`config.mk`:
```
export PLATFORM = sky130hd
export DESIGN_NAME = uart_loop_buffer_flat
export DESIGN_NICKNAME = d
export VERILOG_FILES = /design/src/rtl/uart_loop_pkg.sv /design/src/rtl/uart_loop_buffer_if.sv /design/src/rtl/uart_loop_fifo.sv /design/src/rtl/uart_loop_buffer.sv /design/src/flat_wrapper.sv
export SDC_FILE = /design/constraint.sdc
export NUM_CORES = 1
export LEC_CHECK = 0
export CORE_UTILIZATION = 50
export CTS_CLUSTER_SIZE = 24
export DETAILED_ROUTE_END_ITERATION = 10
export GPL_TIMING_DRIVEN = 0
export PLACE_DENSITY = 0.73
export SLEW_MARGIN = 20
export SYNTH_ARGS = -nofsm -noshare
export SYNTH_HDL_FRONTEND = slang
export SYNTH_SLANG_ARGS = --single-unit
```
`constraint.sdc`:
```
create_clock -name clock -period 2.1 [get_ports clock]
set_input_delay 0.21 -clock clock [delete_from_list [all_inputs] [get_ports clock]]
set_output_delay 0.21 -clock clock [all_outputs]
set_load 0.03 [all_outputs]
```
`src/rtl/uart_loop_pkg.sv`:
```
// Shared definitions for the UART loop buffer: mode encodings, TX FSM states,
// the overflow saturation limit and the byte transform helper.
package uart_loop_pkg;

    localparam logic [1:0]  MODE_PASS  = 2'd0;
    localparam logic [1:0]  MODE_UPPER = 2'd1;
    localparam logic [1:0]  MODE_XOR   = 2'd2;
    localparam logic [1:0]  MODE_REV   = 2'd3;

    localparam logic [15:0] OVF_MAX    = 16'hFFFF;

    typedef enum logic [1:0] {
        IDLE = 2'd0,
        SEND = 2'd1,
        BUSY = 2'd2
    } tx_state_t;

    function automatic logic [7:0] xform(input logic [7:0] data,
                                         input logic [1:0] mode,
                                         input logic [7:0] key);
        logic [7:0] res;
        res = data;
        case (mode)
            MODE_PASS:  res = data;
            MODE_UPPER: begin
                if ((data >= 8'h61) && (data <= 8'h7A)) begin
                    res = data - 8'h20;
                end else begin
                    res = data;
                end
            end
            MODE_XOR:   res = data ^ key;
            MODE_REV: begin
                for (int i = 0; i < 8; i++) begin
                    res[i] = data[7 - i];
                end
            end
            default:    res = data;
        endcase
        return res;
    endfunction

endpackage

```
`src/rtl/uart_loop_buffer_if.sv`:
```
// Byte path between uart_rx/uart_tx and the loop buffer. The master side is the
// surrounding UART logic; the slave side is the loop buffer itself.
interface uart_loop_buffer_if;
    logic       rx_dv;
    logic [7:0] rx_byte;
    logic [1:0] mode;
    logic [7:0] xor_key;
    logic       tx_done;
    logic       tx_dv;
    logic [7:0] tx_byte;

    modport master (
        output rx_dv, rx_byte, mode, xor_key, tx_done,
        input  tx_dv, tx_byte
    );

    modport slave (
        input  rx_dv, rx_byte, mode, xor_key, tx_done,
        output tx_dv, tx_byte
    );
endinterface

```
`src/rtl/uart_loop_fifo.sv`:
```
// Synchronous FIFO with a registered read port. The caller only pushes when a
// slot is free (or a pop happens in the same cycle) and only pops when non-empty.
module uart_loop_fifo #(
    parameter int DEPTH = 16,
    parameter int WIDTH = 8
) (
    input  logic                   clock,
    input  logic                   reset,
    input  logic                   push,
    input  logic [WIDTH-1:0]       wr_data,
    input  logic                   pop,
    output logic [WIDTH-1:0]       rd_data,
    output logic                   full,
    output logic                   empty,
    output logic [$clog2(DEPTH):0] count
);
    localparam int            AW         = $clog2(DEPTH);
    localparam logic [AW-1:0] PTR_ONE    = AW'(1);
    localparam logic [AW:0]   CNT_ONE    = (AW + 1)'(1);
    localparam logic [AW:0]   FULL_COUNT = (AW + 1)'(DEPTH);

    logic [WIDTH-1:0] mem_r [DEPTH];
    logic [AW-1:0]    wr_ptr_r;
    logic [AW-1:0]    rd_ptr_r;
    logic [AW:0]      count_r;
    logic [WIDTH-1:0] rd_data_r;

    // Data storage; contents are don't-care until written.
    always_ff @(posedge clock) begin
        if (push) begin
            mem_r[wr_ptr_r] <= wr_data;
        end
    end

    // Pointers, occupancy and the registered read port.
    always_ff @(posedge clock) begin
        if (reset) begin
            wr_ptr_r  <= {AW{1'b0}};
            rd_ptr_r  <= {AW{1'b0}};
            count_r   <= {(AW + 1){1'b0}};
            rd_data_r <= {WIDTH{1'b0}};
        end else begin
            if (push) begin
                wr_ptr_r <= wr_ptr_r + PTR_ONE;
            end
            if (pop) begin
                rd_data_r <= mem_r[rd_ptr_r];
                rd_ptr_r  <= rd_ptr_r + PTR_ONE;
            end
            case ({push, pop})
                2'b10:   count_r <= count_r + CNT_ONE;
                2'b01:   count_r <= count_r - CNT_ONE;
                default: count_r <= count_r;
            endcase
        end
    end

    assign rd_data = rd_data_r;
    assign count   = count_r;
    assign full    = (count_r == FULL_COUNT);
    assign empty   = (count_r == {(AW + 1){1'b0}});
endmodule

```
`src/rtl/uart_loop_buffer.sv`:
```
// Buffered, transforming byte loop from uart_rx to uart_tx with a paced TX FSM.
// Define UART_LOOP_STATS_EN to build the overflow counter and high-water mark.
module uart_loop_buffer
    import uart_loop_pkg::*;
#(
    parameter int DEPTH      = 16,
    parameter int TX_TIMEOUT = 12000
) (
    input  logic                   clock,
    input  logic                   reset,
    uart_loop_buffer_if.slave      bus,
    output logic [$clog2(DEPTH):0] fill,
    output logic [15:0]            overflow_cnt,
    output logic [$clog2(DEPTH):0] hwm,
    output logic                   tx_timeout,
    output logic [7:0]             led
);
    localparam int            FW       = $clog2(DEPTH) + 1;
    localparam int            CW       = $clog2(TX_TIMEOUT + 1);
    localparam logic [CW-1:0] CNT_LAST = CW'(TX_TIMEOUT - 1);
    localparam logic [CW-1:0] CNT_ONE  = CW'(1);

    tx_state_t     state_r;
    tx_state_t     state_s;
    logic [CW-1:0] cnt_r;
    logic [CW-1:0] cnt_s;
    logic          pop_s;
    logic          timeout_s;
    logic          tx_dv_r;
    logic          tx_timeout_r;
    logic          accept_s;
    logic [7:0]    xformed_s;
    logic [7:0]    rd_data_s;
    logic          full_s;
    logic          empty_s;
    logic [FW-1:0] count_s;

    assign xformed_s = xform(bus.rx_byte, bus.mode, bus.xor_key);
    // A full FIFO still takes the byte when the head leaves in the same cycle.
    assign accept_s  = bus.rx_dv & (~full_s | pop_s);

    uart_loop_fifo #(
        .DEPTH (DEPTH),
        .WIDTH (8)
    ) u_fifo (
        .clock   (clock),
        .reset   (reset),
        .push    (accept_s),
        .wr_data (xformed_s),
        .pop     (pop_s),
        .rd_data (rd_data_s),
        .full    (full_s),
        .empty   (empty_s),
        .count   (count_s)
    );

    // TX FSM next-state: read head in IDLE, launch in SEND, wait for tx_done in BUSY.
    always_comb begin
        state_s   = state_r;
        cnt_s     = cnt_r;
        pop_s     = 1'b0;
        timeout_s = 1'b0;
        case (state_r)
            IDLE: begin
                if (!empty_s) begin
                    pop_s   = 1'b1;
                    state_s = SEND;
                end else begin
                    state_s = IDLE;
                end
            end
            SEND: begin
                cnt_s   = {CW{1'b0}};
                state_s = BUSY;
            end
            BUSY: begin
                if (bus.tx_done) begin
                    state_s = IDLE;
                end else if (cnt_r == CNT_LAST) begin
                    timeout_s = 1'b1;
                    state_s   = IDLE;
                end else begin
                    cnt_s = cnt_r + CNT_ONE;
                end
            end
            default: begin
                state_s = IDLE;
            end
        endcase
    end

    // FSM state, stall counter and the registered launch/timeout strobes.
    always_ff @(posedge clock) begin
        if (reset) begin
            state_r      <= IDLE;
            cnt_r        <= {CW{1'b0}};
            tx_dv_r      <= 1'b0;
            tx_timeout_r <= 1'b0;
        end else begin
            state_r      <= state_s;
            cnt_r        <= cnt_s;
            tx_dv_r      <= (state_s == SEND);
            tx_timeout_r <= timeout_s;
        end
    end

`ifdef UART_LOOP_STATS_EN
    logic          drop_s;
    logic [15:0]   ovf_r;
    logic [FW-1:0] hwm_r;

    assign drop_s = bus.rx_dv & ~accept_s;

    // Saturating dropped-byte counter and occupancy high-water mark.
    always_ff @(posedge clock) begin
        if (reset) begin
            ovf_r <= 16'h0000;
            hwm_r <= {FW{1'b0}};
        end else begin
            if (drop_s && (ovf_r != OVF_MAX)) begin
                ovf_r <= ovf_r + 16'h0001;
            end
            if (count_s > hwm_r) begin
                hwm_r <= count_s;
            end
        end
    end

    assign overflow_cnt = ovf_r;
    assign hwm          = hwm_r;
`else
    assign overflow_cnt = 16'h0000;
    assign hwm          = {FW{1'b0}};
`endif

    // The FIFO read register only changes on a launch, so it doubles as the held TX byte.
    assign bus.tx_dv   = tx_dv_r;
    assign bus.tx_byte = rd_data_s;
    assign led         = rd_data_s;
    assign fill        = count_s;
    assign tx_timeout  = tx_timeout_r;
endmodule
```
`src/flat_wrapper.sv`:
```
// flat-port wrapper written by rule: the top's interface ports become plain ports
module uart_loop_buffer_flat import uart_loop_pkg::*;
#(
    parameter int DEPTH      = 16,
    parameter int TX_TIMEOUT = 12000
)
  (clock, reset, fill, overflow_cnt, hwm, tx_timeout, led, bus_rx_dv, bus_rx_byte, bus_mode, bus_xor_key, bus_tx_done, bus_tx_dv, bus_tx_byte);
  uart_loop_buffer_if bus_i ();
  input  logic clock;
  input  logic reset;
  output logic [$clog2(DEPTH):0] fill;
  output logic [15:0] overflow_cnt;
  output logic [$clog2(DEPTH):0] hwm;
  output logic tx_timeout;
  output logic [7:0] led;
  input wire logic [$bits(bus_i.rx_dv)-1:0] bus_rx_dv;
  input wire logic [$bits(bus_i.rx_byte)-1:0] bus_rx_byte;
  input wire logic [$bits(bus_i.mode)-1:0] bus_mode;
  input wire logic [$bits(bus_i.xor_key)-1:0] bus_xor_key;
  input wire logic [$bits(bus_i.tx_done)-1:0] bus_tx_done;
  output wire logic [$bits(bus_i.tx_dv)-1:0] bus_tx_dv;
  output wire logic [$bits(bus_i.tx_byte)-1:0] bus_tx_byte;
  assign bus_i.rx_dv = bus_rx_dv;
  assign bus_i.rx_byte = bus_rx_byte;
  assign bus_i.mode = bus_mode;
  assign bus_i.xor_key = bus_xor_key;
  assign bus_i.tx_done = bus_tx_done;
  assign bus_tx_dv = bus_i.tx_dv;
  assign bus_tx_byte = bus_i.tx_byte;
  uart_loop_buffer #(.DEPTH(DEPTH), .TX_TIMEOUT(TX_TIMEOUT)) u_core (.clock(clock), .reset(reset), .bus(bus_i), .fill(fill), .overflow_cnt(overflow_cnt), .hwm(hwm), .tx_timeout(tx_timeout), .led(led));
endmodule
```
==> results.md <==
* Overall routing resource usage at 21.8%
* Slowest CP cell: nor4_4
* Sequential share of the synthesized area at 63.6%
* Number of global-route vias before repair at 4491
* CTS tree: built
* GR Overflow Total at 0
* Unrepaired setup endpoints after global routing: true
* CP startpoint kind: register
* Die area at 15000 µm²
* Relative slew slack at 55.8%
* IO Pins at 66
* Layout cell share with drive strength beyond 1 at 23.5%
* Initial DRC count at 431
* Max Clock Freq at 464 MHz
* DIE HEIGHT at 123 µm
* Hold Vio Cnt, Final at 0
* Lkg Pwr at 3.04 nW
* Setup ws final at -54.0 ps
* Synth async-reset ratio at 0%
* Post-CTS Hold Buffers at 0
* Overall power at 10.4 mW
* Worst min path class: register to register
* Req. time, crit path at 2450 ps
* Core region area at 14000 µm²
* CP Class: register to register
* Die Wd at 123 µm
* IO Port Bufs at 44
* Hold Path Stages at 2
* Post-synthesis cell type count at 57
* Failing checks: setup timing
* Initial antenna violation count at 0
* Max incr delay on CP at 370 ps
* Max clock buf depth at 2
* Flop2flop setup slack at -50 ps
* Cell area after synthesis at 7270 µm²
* Drt total wl at 15.5 mm
* Met3 routed WL at 1.01 mm
* Avg Inst Size Synth at 13.7 µm²
* Fin. max-slew vios at 0
* Worst path top cell family by delay: simple AND/OR/NAND/NOR gates
* Layout area overhead at 25.8%
* Status: finished, violations left
* Final setup viols at 1
* Number of flops mapped to enable cells by yosys at 128
* Final net count at 660
* Routed Antenna Nets at 0
* Filler instances at 967
* Detailed-placement wirelength estimate at 9.98 mm
* Crit path time final at 2150 ps
* Initial Util at 51.8%
* Worst-path cell chain: nor4_4 > a21oi_4 > nand2_2 > inv_4 > ha_4 > nor2b_4 > o21ai_4 > and2_4 > or3_1 > a31oi_1
* GP Congestion at 0.835
* DRC violations left at 0
* CTS Buf Count at 17
* WL/cell at 19.0 µm
* WHS at 484 ps
* Count of state elements after synthesis at 167
* First-pass GRT wire length at 23.7 mm
* Setup tns final at -54.0 ps
* Routed vias at 4655
* Synth Flop Type: edfxtp_1
* Clk sinks at 167
* PD cells at 1140 nW/µm²
* FF-to-FF path depth at 10
* CP bufs+invs at 1
* Post-Syn Instances at 529
* Worst Tran Pin Value at 663 ps
* Final instance area at 9150 µm²
* Placed cell areas at 8100 µm²
* Yosys warns at 0
* Max Cap Viol at 0
* Met2 wire len at 7.86 mm
* CTS root buffer: clkbuf_16
* Crit share post-route at 103%
* Critical Path AT at 2500 ps
* CTS H-tree lvls at 4
* Pin count of the biggest net entering global routing at 17
* Met1 Wirelength at 6.32 mm
* Crit path capture type: register
* DRT Pass-1 Iters at 5
* # diodes at 0
* Worst path depth at 10
* Crit path max fanout at 3
* Worst VDD drop at 0.701 mV
* Post-DR vias/cell at 5.68
* Worst skew pair latency at 420 ps
* DR top layer: met4
* CTS clk-pin slew, worst paths at 70 ps
* Post-route clock skew at 7.92 ps
* DP Worst Slack at -853 ps
* Cell Rows at 43
final cells by class:
cell class	count	area [µm²]	area share, %
flip-flops and latches	167	4640	50.7
multi-input cells	319	2660	29.0
repair buffers	61	622	6.80
clock buffers	18	429	4.69
plain buffers	49	307	3.35
clock inverters	13	228	2.49
well taps	180	225	2.46
inverters	12	47.5	0.520
layout by cell type, fill, tap and decap left out, drive strengths merged, types with 4 or more instances in the layout:
master,Yosys,final
a211oi,9,9
a21oi,12,12
a22oi,8,8
a311oi,8,8
a31oi,4,4
buf,41,58
bufinv,0,6
clkbuf,10,26
clkdlybuf4s50,0,44
conb,1,21
dfxtp,39,39
edfxtp,128,128
ha,10,10
inv,12,13
mux2i,36,36
mux4,16,16
nand2,20,20
nand3,11,11
nand4,5,5
nor2,57,57
nor2b,5,5
nor3,7,7
o21ai,10,10
o22ai,22,22
xnor2,15,15
xor2,5,5
worst min-delay path: stages, from the launching register on:
cell and delay [ps]:
dfxtp_1 330, nand2_1 60, mux2i_1 50
layer usage:
metal	vias to the layer above	GRT usage [%]
met1	2275	26.8
met5	-	0
met3	27	5.99
met2	193	36.3
met4	0	9.07
li1	2160	-
repair_timing:
| action | 4_1_cts | 5_1_grt |
|---|---|---|
| resized for setup | 34 | 20 |
| pin swaps | 9 | 12 |
| buffers inserted | 7 | 8 |
| endpoints found under the setup margin | 178 | 227 |
per-stage QoR:
step	std cells	utilization [%]
4_1_cts	813	63.8
6_report	819	65.2
2_1_floorplan	549	-
5_1_grt	819	65.2
3_3_place_gp	773	57.4
3_5_place_dp	775	57.7
flip-flops by register name, summed over array words and instances, names as in the netlist:
name                    flops
u_core.u_fifo.count         5
u_core.state_r              2
u_core.cnt_r               14
u_core.tx_timeout           1
u_core.bus.tx_dv            1
u_core.u_fifo.rd_ptr_r      4
u_core.u_fifo.wr_ptr_r      4
u_core.u_fifo.mem_r       128
u_core.u_fifo.rd_data       8
logic make-up (layout without fill, tap and decap cells):
| family | after synthesis | in the layout | share of synthesized area [%] |
|---|---|---|---|
| AO/OA/AOI/OAI | 80 | 80 | 7.64 |
| XOR/XNOR | 20 | 20 | 2.41 |
| adder cells (fa/ha/maj) | 11 | 11 | 2.00 |
| buffers and inverters | 63 | 153 | 4.94 |
| flip-flops | 167 | 167 | 63.6 |
| multiplexers | 52 | 52 | 9.91 |
| other | 1 | 21 | 0.0516 |
| AND/OR/NAND/NOR | 135 | 135 | 9.48 |
where the power goes:
part           total (mW)  switching [mW]  internal [mW]
clock                3.44            1.23           2.22
combinational        2.96            1.64           1.32
sequential           3.99           0.178           3.81
total                10.4            3.04           7.35
worst paths after layout:
| path | from | end |
|---|---|---|
| worst min-delay path | u_core.cnt_r[9] | u_core.cnt_r[9] |
| worst max-delay path | u_core.u_fifo.count[3] | u_core.u_fifo.count[4] |
| worst min register to register | u_core.cnt_r[9] | u_core.cnt_r[9] |
| worst max register to register | u_core.u_fifo.count[3] | u_core.u_fifo.count[4] |
Yosys cell counts (3+ instances only):
library cell  instances  area, µm²
nand3_1              11       55.1
mux4_2               16        360
o21ai_0              10       50.1
nand2b_1              3       18.8
mux2i_1              36        360
nand4_1               5       31.3
a311oi_1              8       70.1
xnor2_1              15        131
and2_1                3       18.8
nor2_1               57        214
clkbuf_1             10       37.5
dfxtp_1              39        781
nor3_1                7       35.0
buf_2                 8       40.0
a21oi_1              11       55.1
xor2_1                5       43.8
a22oi_1               8       60.1
buf_1                 3       11.3
ha_1                 10        125
inv_1                11       41.3
a211oi_1              9       67.6
nor2b_1               5       31.3
o22ai_1              22        138
edfxtp_1            128       3840
buf_4                30        225
nand2_1              19       71.3
(Power assumes the default switching activity.)
